`src/rtl/alu_arbiter.sv`:
```
// Purpose: arbitrates two requesters onto one shared combinational ALU and returns the result to the winner.
// Latency: accept in cycle T, response valid in cycle T+2; one operation in flight, so a new accept is possible every 3 cycles at best.
// Backpressure: ready is offered only in IDLE; the response is held until the grantee's i_rspN_ready, and no new request is accepted meanwhile.
// Optional feature: ALU_ARB_ROUND_ROBIN_EN selects round-robin arbitration; the default build uses fixed priority with requester 0 winning.

typedef logic [31:0] t_data;

typedef enum logic [3:0] {
    ALU_OP_ADD               = 4'd0,
    ALU_OP_SUB               = 4'd1,
    ALU_OP_AND               = 4'd2,
    ALU_OP_OR                = 4'd3,
    ALU_OP_XOR               = 4'd4,
    ALU_OP_SHIFT_LEFT        = 4'd5,
    ALU_OP_SHIFT_RIGHT       = 4'd6,
    ALU_OP_SHIFT_RIGHT_ARITH = 4'd7,
    ALU_OP_SLT               = 4'd8,
    ALU_OP_SLTU              = 4'd9
} t_alu_operation;

module alu_arbiter (
    input  logic           i_clk,
    input  logic           i_reset,

    input  logic           i_req0_valid,
    input  t_alu_operation i_req0_operation,
    input  t_data          i_req0_operand1,
    input  t_data          i_req0_operand2,
    output logic           o_req0_ready,

    input  logic           i_req1_valid,
    input  t_alu_operation i_req1_operation,
    input  t_data          i_req1_operand1,
    input  t_data          i_req1_operand2,
    output logic           o_req1_ready,

    output logic           o_rsp0_valid,
    output t_data          o_rsp0_result,
    output logic           o_rsp0_zero,
    input  logic           i_rsp0_ready,

    output logic           o_rsp1_valid,
    output t_data          o_rsp1_result,
    output logic           o_rsp1_zero,
    input  logic           i_rsp1_ready,

    output t_alu_operation o_alu_operation,
    output t_data          o_alu_operand1,
    output t_data          o_alu_operand2,
    input  t_data          i_alu_result,
    input  logic           i_alu_zero
);

    typedef enum logic [1:0] {
        S_IDLE = 2'd0,
        S_EXEC = 2'd1,
        S_RESP = 2'd2
    } t_state;

    t_state         r_state;
    t_state         w_state_next;

    // Requester that owns the operation currently in flight (0 or 1).
    logic           r_grant_id;

    t_alu_operation r_alu_operation;
    t_data          r_alu_operand1;
    t_data          r_alu_operand2;

    // Single result/zero pair shared by both response ports.
    t_data          r_result;
    logic           r_zero;

    logic           w_grant_valid;
    logic           w_grant_id;
    logic           w_accept;
    logic           w_rsp_ready;

    t_alu_operation w_sel_operation;
    t_data          w_sel_operand1;
    t_data          w_sel_operand2;

`ifdef ALU_ARB_ROUND_ROBIN_EN
    // Requester granted most recently; the other one wins the next tie.
    logic           r_last_grant;
`endif

    // Arbitration: a lone requester wins; a tie goes by the configured policy.
    always_comb begin
        w_grant_valid = i_req0_valid | i_req1_valid;
        w_grant_id    = 1'b0;
        if (i_req0_valid && i_req1_valid) begin
`ifdef ALU_ARB_ROUND_ROBIN_EN
            w_grant_id = ~r_last_grant;
`else
            w_grant_id = 1'b0;
`endif
        end else if (i_req1_valid) begin
            w_grant_id = 1'b1;
        end
    end

    // Payload of the winning requester, loaded into the ALU drive registers on accept.
    always_comb begin
        w_sel_operation = i_req0_operation;
        w_sel_operand1  = i_req0_operand1;
        w_sel_operand2  = i_req0_operand2;
        if (w_grant_id) begin
            w_sel_operation = i_req1_operation;
            w_sel_operand1  = i_req1_operand1;
            w_sel_operand2  = i_req1_operand2;
        end
    end

    // Next-state and handshake decode: ready only in IDLE, response valid only in RESP.
    always_comb begin
        w_state_next = r_state;
        o_req0_ready = 1'b0;
        o_req1_ready = 1'b0;
        o_rsp0_valid = 1'b0;
        o_rsp1_valid = 1'b0;
        w_accept     = 1'b0;
        w_rsp_ready  = r_grant_id ? i_rsp1_ready : i_rsp0_ready;

        case (r_state)
            S_IDLE: begin
                if (w_grant_valid) begin
                    // Grant is only ever given to a valid requester, so ready implies accept.
                    o_req0_ready = ~w_grant_id;
                    o_req1_ready = w_grant_id;
                    w_accept     = 1'b1;
                    w_state_next = S_EXEC;
                end
            end
            S_EXEC: begin
                w_state_next = S_RESP;
            end
            S_RESP: begin
                o_rsp0_valid = ~r_grant_id;
                o_rsp1_valid = r_grant_id;
                if (w_rsp_ready) begin
                    w_state_next = S_IDLE;
                end
            end
            default: begin
                w_state_next = S_IDLE;
            end
        endcase
    end

    // State register; reset abandons any in-flight operation or pending response.
    always_ff @(posedge i_clk) begin
        if (i_reset) begin
            r_state <= S_IDLE;
        end else begin
            r_state <= w_state_next;
        end
    end

    // ALU drive registers and owner id: loaded on accept only, otherwise held.
    always_ff @(posedge i_clk) begin
        if (i_reset) begin
            r_alu_operation <= ALU_OP_ADD;
            r_alu_operand1  <= '0;
            r_alu_operand2  <= '0;
            r_grant_id      <= 1'b0;
        end else if (w_accept) begin
            r_alu_operation <= w_sel_operation;
            r_alu_operand1  <= w_sel_operand1;
            r_alu_operand2  <= w_sel_operand2;
            r_grant_id      <= w_grant_id;
        end
    end

    // Result capture: the ALU settles during EXEC from the registered drive.
    always_ff @(posedge i_clk) begin
        if (i_reset) begin
            r_result <= '0;
            r_zero   <= 1'b0;
        end else if (r_state == S_EXEC) begin
            r_result <= i_alu_result;
            r_zero   <= i_alu_zero;
        end
    end

`ifdef ALU_ARB_ROUND_ROBIN_EN
    // Round-robin history: remembers the winner of every accept.
    always_ff @(posedge i_clk) begin
        if (i_reset) begin
            r_last_grant <= 1'b1;
        end else if (w_accept) begin
            r_last_grant <= w_grant_id;
        end
    end
`endif

    assign o_alu_operation = r_alu_operation;
    assign o_alu_operand1  = r_alu_operand1;
    assign o_alu_operand2  = r_alu_operand2;

    assign o_rsp0_result   = r_result;
    assign o_rsp0_zero     = r_zero;
    assign o_rsp1_result   = r_result;
    assign o_rsp1_zero     = r_zero;

endmodule

```
`config.mk`:
```
export PLATFORM = sky130hd
export DESIGN_NAME = alu_arbiter
export DESIGN_NICKNAME = d
export VERILOG_FILES = /design/src/rtl/alu_arbiter.sv
export SDC_FILE = /design/constraint.sdc
export NUM_CORES = 1
export LEC_CHECK = 0
export CAP_MARGIN = 20
export CORE_AREA = 4 4 119 121
export CTS_CLUSTER_DIAMETER = 30
export DETAILED_ROUTE_END_ITERATION = 10
export DIE_AREA = 0 0 123 125
export DONT_BUFFER_PORTS = 1
export HOLD_SLACK_MARGIN = 0.06
export PLACE_DENSITY = 0.48
export SYNTH_ARGS = -nofsm -noshare
export SYNTH_HDL_FRONTEND = slang
export SYNTH_SLANG_ARGS = --single-unit
export TNS_END_PERCENT = 50
```
`constraint.sdc`:
```
create_clock -name i_clk -period 1.5 [get_ports i_clk]
set_clock_uncertainty 0.15 [all_clocks]
set_input_delay 0.15 -clock i_clk [delete_from_list [all_inputs] [get_ports i_clk]]
set_output_delay 0.15 -clock i_clk [all_outputs]
set_load 0.03 [all_outputs]
```
Word-level counts from Yosys, hierarchy flattened
Index checks and enable logic that the tools add are counted.
Word-level totals
  logic and storage cells: 34
  output and inout port bits: 138
  flip-flop bits (word level): 104
  input port bits: 175
Operators by class
  equal/unequal tests: 4
  bitwise gates (word level): 3
  reduce and logical (&&, ||, !) cells: 3
  mux-type cells: 17
Operators by type and width (number)
  2-to-1 mux 32 bit: 2
  2-to-1 mux 1 bit: 11
  case mux 2 bit (3 select lines): 1
  2-to-1 mux 2 bit: 2
  2-to-1 mux 4 bit: 1
  != test 2 bit, second input constant: 2
  equality test 2 x 1 -> 1 bit, second input constant: 1
  equality test 2 bit, second input constant: 1
  logical NOT 2 bit: 1
  NOT 1 bit: 2
  AND reduction 2 bit: 1
  logical AND 1 bit: 1
  OR 1 bit: 1

Depth between registers and ports, before layout
Gate-level depths: netlist (run 1).
  word-level depth: 5
  depth in mapped cells: 7
  gate-level depth less buffers: 3

Worst setup path after synthesis (run 1)
No wires, ideal clock.
  path type: register to register
  start point: register r_state[1]
  end point: register r_grant_id
  path buffers: 1
  arrival: 1.335 ns
  library setup time: 0.138 ns
  period minus slack after synthesis: 1.623 ns
  path slack: -0.123 ns
  data required time: 1.212 ns
  cell stages (with the launch flop): 5
  cell sequence: dfxtp_1 > nor2_1 > clkbuf_1 > and2_1 > nor3_1
Between the ends
  word-level cells in the longest chain between the ends: 2
Ends and longest elaborated chain
  start: declaration: RTL line 60  | t_state r_state;
  start signal: assignment: RTL line 156  | r_state <= w_state_next;
  logical NOT 2 bit: RTL line 125  | case (r_state)
  2-to-1 mux 1 bit: RTL line 125
  end signal: assignment: RTL line 171  | r_grant_id <= w_grant_id;
  end: declaration: RTL line 64  | logic r_grant_id;
No other way between the ends.
A chain may end at the register's enable or synchronous reset.

Worst setup path in the final report (run 1)
  start point: register r_state[1]
  end point: output port o_req0_ready
Between the ends
  word-level cells in the longest chain between the ends: 2
Ends and longest elaborated chain
  logical NOT 2 bit: RTL line 125
  2-to-1 mux 1 bit: RTL line 125
  end: declaration: RTL line 29  | output logic o_req0_ready,
No other way between the ends.

==> summary.txt, run 1 <==
Critical path
  – Crit-path max FO: 2
  – WS Path Type: flip-flop to output pin
  – CP endpoint kind: output pin
  – WP data required: about 1200 ps
  – Critical path cell sequence: nor2_4 > buf_6 > and2_4 > buf_12
  – Slowest stage delay, CP: 340 ps
  – CP arrival: 1180 ps
  – Slowest cell on crit path: dfxtp_2
  – Startpoint types: flip-flop

Drt
  – Vias per std cell: 5.34
  – Via count: 4,350
  – First-pass DRT Iterations: 4
  – Per-cell routed wire length: 18.5 um
  – DRC viols: 0
  – Initial DRC count: 211
  – Post-route ant nets: 0
  – Final wirelength: 15.0 mm

Die
  – Num ports: between 300 and 400
  – Core Box Area: 0.0131 mm2
  – # rows: 42
  – DIE AREA: 0.0154 mm2
  – Initial Util: 35.3%
  – Die Y: 125 um
  – Die W: roughly 120 um

Synthesis
  – Post-synthesis compound-gate area fraction: 25.3%
  – Sequential share of the synthesized area: 45.1%
  – Post-Synth Adder-Cell Area: 0%
  – Syn_nets: 759
  – Largest family of logic cells by synthesized area: compound AO/OA/AOI/OAI gates
  – Xor and xnor area share after synthesis: 0%
  – Post-Synth Simple-Gate Area: 18.3%
  – Post-synthesis register bit count: around 100
  – Yosys warns: 0
  – Post-Syn Area: 0.00462 mm2
  – Cell variety after synth: 20
  – Mapped Cells: 584
  – Mux contribution to synthesized area: 0.217%
  – Avg Inst Size Synth: just under 8 um2

Timing
  – Fmax: about 0.67 GHz
  – Period minus WS final: 1480 ps
  – Final Slew Violations: 0
  – Final Cycle Share: between 90% and 100%
  – Setup Viol. Count Final: 0
  – Relative max-transition margin: 74.6%
  – Setup TNS: 0 ps
  – Slew @ Worst Pin: 381 ps
  – Setup ws final: about 18 ps
  – RSZ-0062 raised after global routing: yes
  – Fin. Hold Viols: 104
  – Hold WS: -275 ps

Clock tree
  – Clock Latency Late Sink: 340 ps
  – H-tree depth: 3
  – Clk slew on worst S/H paths: about 70 ps
  – Clk buf depth: 2
  – CTS root buf: clkbuf_16
  – CTS tree: yes
  – CTS buffer count: 9
  – CTS sink count: 104

Pwr
  – Sequential share of power: 41.3%
  – Clk pwr share: between 20 and 30%
  – Cell internal pwr: 0.00522 W
  – Pwr dens: ~1300 mW/mm2
  – Psw: 0.00259 W
  – Sw frac: between 30% and 40%
  – Worst vdd ir: 0.515 mV
  – Comb pwr share: 29.1%
  – Total Power: 0.00781 W
  – Pleak: 2.38 nW

Outcome
  – Status: complete, but fails checks
  – Failing checks: negative hold slack

Final layout
  – Design Area, Final: 0.00581 mm2
  – Nets@finish: 809
  – Antenna Diode Count: 0
  – Final core occ: about 44%
  – Commonest cells after routing, fill and taps aside: nand2_1 (202), buf_4 (114), a21oi_1 (103), dfxtp_1 (101), a311oi_1 (59)
  – Area Growth Syn to Fin: 25.8%
  – Commonest non-fill, non-tap cell in the layout: nand2_1
  – Share of post-route cells with drive strength above 1: between 20% and 30%

Run
  – Maxcap violations: 0

Placement
  – Detailed Place HPWL: 10.7 mm
  – Port Buffers: 0
  – Post-DP Area: 0.00539 mm2
  – Pre-CTS setup slack: roughly 54 ps
  – Placer Congestion: between 0.8 and 0.9

Global route
  – GR Util All Layers: between 10% and 20%
  – Vias in the first global route: 4,244
  – First-pass GRT wire length: 22.2 mm
  – Largest net degree at the start of global routing: around 110
  – Initial antenna violation count: 0
  – Gr ovfl total: 0

Worst hold path
  – Worst hold path class: primary input to flip-flop
[layout make-up]
class | instances | area, um2
Clock inverter | 4 | 45.0
Tap cell | 176 | 220
Timing Repair Buffer | 131 | 1140
Sequential cell | 104 | 2090
Multi-Input combinational cell | 388 | 2070
Fill cell | 1315 | 7280
Clock buffer | 11 | 243
[synth_stat cells, drive strengths merged]
master	n	area share, %
mux2i	1	0.22
nand3b	1	0.16
clkbuf	39	3.2
or2	1	0.14
a21oi	103	11
dfxtp	104	45
a311oi	68	14
buf	53	7.9
and3b	1	0.19
nor2b	3	0.41
and2	2	0.27
nand2	202	16
nor3	2	0.22
nor3b	1	0.16
nor2	1	0.081
nand2b	2	0.27
[power by group through the flow]
stage	combinational, W	clock (W)	sequential, W
6_report	0.00227	0.00231	0.00323
4_1_cts	0.00223	0.00238	0.00322
2_1_floorplan	0.00100	0	0.00384
3_3_place_gp	0.00218	0	0.00327
5_1_grt	0.00244	0.00249	0.00326
3_5_place_dp	0.00220	0	0.00328
[sequential cells by signal (all words and copies together) (netlist names)]
| signal | count |
|---|---|
| r_state | 2 |
| o_alu_operand2 | 32 |
| o_rsp0_zero | 1 |
| o_alu_operand1 | 32 |
| o_rsp0_result | 32 |
| o_alu_operation | 4 |
| r_grant_id | 1 |
[worst max-delay path, delay by kind of cell, from the launching register on]
| family | cells | cell delay [ps] |
|---|---|---|
| buffers and inverters | 2 | 230 |
| AND/OR/NAND/NOR | 2 | 280 |
| flip-flops | 1 | 340 |
[kinds of logic after synthesis]
logic type,Yosys count
multiplexers,1
buffers and inverters,92
flip-flops,104
AND/OR/NAND/NOR,216
AO/OA/AOI/OAI,171
[metal layers]
metal / up-vias / wire (um) / track usage (%)
met4: 0 / 387 / 7.30
met2: 229 / 7630 / 32.4
li1: 2088 / - / -
met5: - / 0 / 0
met3: 29 / 1370 / 5.33
met1: 2004 / 5660 / 20.0
[stage by stage]
stage                     std cells  hold slack, ps
after floorplan                 584             136
after global placement          795            82.3
after detailed placement        795            85.0
after CTS                       812            -288
after global routing            814            -295
final                           814            -275
[worst paths after layout]
path	cells past startpoint	slack, ps	to	from
max	4	20	o_req0_ready	r_state[1]
min	1	-280	o_alu_operand2[4]	i_reset
max reg2reg	5	40	o_alu_operand1[12]	r_state[1]
min reg2reg	2	300	o_rsp0_result[22]	o_rsp0_result[22]
[what timing repair did]
| action | CTS | global route |
|---|---|---|
| pin swaps | 2 | 11 |
| gates resized for setup | 8 | 15 |
| endpoints found under the hold margin | 104 | 104 |
| endpoints found under the setup margin | 4 | 62 |
| gates cloned | 0 | 1 |
| buffers inserted | 2 | 1 |
No activity file was read; power rests on OpenSTA's default activity.
==> inputs of run 2 (changes only) <==
Settings changed: PLACE_DENSITY 0.48 to 0.46.
Clock period 1.5 ns to 1.62 ns, I/O delays scaled along.
==> run 2 against run 1 <==
Against the previous run: critical path type unchanged; utilization down 1.8 points; design area down 4.0%; critical path depth down 1; clock-buffer cell count unchanged; via count down 2.9%; largest cell class unchanged; critical endpoint is now o_rsp0_valid; combinational power down 24%; the run still ends with negative hold slack left.
==> summary.txt, run 2 (synthesis results as in run 1) <==
Critical path
  – WP data required: 1310 ps
  – Crit-path max FO: 6
  – CP endpoint kind: output pin
  – Slowest cell on crit path: dfxtp_2
  – WS Path Type: flip-flop to output pin
  – Slowest stage delay, CP: ~350 ps
  – CP arrival: 1200 ps
  – Startpoint types: flip-flop
  – CP dominant cell by count: buf_4
  – Critical path cell sequence: buf_4 > nor3b_2 > buf_4

Final layout
  – Commonest cells after routing, fill and taps aside: nand2_1 (202), a21oi_1 (103), dfxtp_1 (103), buf_4 (96), a311oi_1 (59)
  – Share of post-route cells with drive strength above 1: between 20% and 30%
  – Nets@finish: 781
  – Design Area, Final: 0.00558 mm2
  – Final core occ: 42.6%
  – Commonest non-fill, non-tap cell in the layout: nand2_1
  – Area Growth Syn to Fin: 20.8%
  – Antenna Diode Count: 0
  – Filler Cells Inserted: 1,344

Worst hold path
  – Worst hold path class: primary input to flip-flop

Pwr
  – Worst vdd ir: ~0.46 mV
  – Pwr dens: 1330 mW/mm2
  – Cell internal pwr: 0.00505 W
  – Psw: between 0.002 and 0.0025 W
  – Sw frac: between 30% and 40%
  – Pleak: around 2.2 nW
  – Comb pwr share: 23.1%
  – Sequential share of power: approximately 43%
  – Clk pwr share: around 34%

Drt
  – Vias per std cell: 5.37
  – Post-route ant nets: 0
  – DRC viols: 0
  – First-pass DRT Iterations: 4
  – Final wirelength: 15.0 mm
  – Via count: around 4,200
  – Initial DRC count: 213
  – Per-cell routed wire length: around 19 um

Run
  – Maxcap violations: 0

Timing
  – Fmax: 0.662 GHz
  – Setup TNS: 0 ps
  – Hold WS: -264 ps
  – Setup Viol. Count Final: 0
  – Final Slew Violations: 0
  – Slew @ Worst Pin: 495 ps
  – RSZ-0062 raised after global routing: no
  – Period minus WS final: approximately 1500 ps
  – Fin. Hold Viols: between 100 and 150
  – Relative max-transition margin: ~67%
  – Final Cycle Share: about 93%

Global route
  – GR Util All Layers: between 15 and 20%
  – First-pass GRT wire length: 22.2 mm
  – Gr ovfl total: 0
  – Initial antenna violation count: 0
  – Vias in the first global route: 4,185
  – Largest net degree at the start of global routing: 105

Clock tree
  – CTS sink count: 104
  – Clock Latency Late Sink: 340 ps
  – CTS buffer count: 9
  – H-tree depth: 3
  – Clk buf depth: 2
  – CTS root buf: clkbuf_16
  – CTS tree: yes
  – Clk slew on worst S/H paths: 70 ps
  – Post-CTS setup buffer count: 0

Die
  – Die W: 123 um
  – Num ports: 313
  – Die Y: 125 um
  – Core Box Area: ~0.013 mm2
  – # rows: 42
  – Initial Util: 35.3%
  – DIE AREA: 0.0154 mm2

Placement
  – Post-DP Area: 0.00521 mm2
  – Detailed Place HPWL: 10.7 mm
  – Placer Congestion: 0.781
  – Port Buffers: 0

Outcome
  – Failing checks: negative hold slack
  – Status: complete, but fails checks
[run 2: cell count changes in the layout (fill, tap and decap cells not counted), sizes merged]
| cell | delta |
|---|---|
| clkinv | -2 |
| bufinv | +2 |
| buf | -27 |
| clkinvlp | +1 |
| clkbuf | -1 |
[run 2: layout make-up]
type / instances / area (um2) / share of cell area, %
repair buffers: 103 / 861 / 15.4
flip-flops and latches: 104 / 2080 / 37.4
multi-input cells: 388 / 2060 / 36.9
well taps: 176 / 220 / 3.95
clock buffers: 11 / 253 / 4.53
clock inverters: 5 / 103 / 1.84
[run 2: worst max-delay path: cells and delay by family (launching register included)]
kind / cells / cell delay [ps]
simple gates: 1 / 180
flops: 1 / 350
buf+inv: 2 / 330
[run 2: what timing repair did]
action,4_1_cts,5_1_grt
setup endpoints to repair,1,1
resized for setup,1,3
hold endpoints to repair,104,104
[run 2: power by group through the flow]
stage	sequential [W]	combinational [W]	clock [W]
after CTS	0.00318	0.00174	0.00261
after global placement	0.00324	0.00171	0
after floorplan	0.00355	0.000929	0
after global routing	0.00321	0.00186	0.00270
after detailed placement	0.00324	0.00174	0
final	0.00318	0.00172	0.00253
[run 2: through the flow]
stage / power [W] / setup slack [ps] / std cells
floorplan: 0.00448 / 36.8 / 584
global placement: 0.00494 / 234 / 771
detailed placement: 0.00498 / 163 / 771
CTS: 0.00753 / 24.4 / 787
global route: 0.00777 / 47.1 / 787
finish: 0.00744 / 110 / 787
[run 2: worst paths after layout]
check,startpoint,end,slack [ps],cells after the start
worst max-delay path,r_state[1],o_rsp0_valid,110,3
worst min-delay path,i_reset,o_alu_operand1[15],-260,1
worst min register to register,o_rsp0_result[0],o_rsp0_result[0],300,2
worst max register to register,r_state[1],o_alu_operand2[9],200,4
[run 2: per-layer routing]
metal  track usage, %  routed length (um)
met5                0                   0
met4             7.69                 361
met3             5.87                1580
met2             31.4                7410
met1             20.8                5600
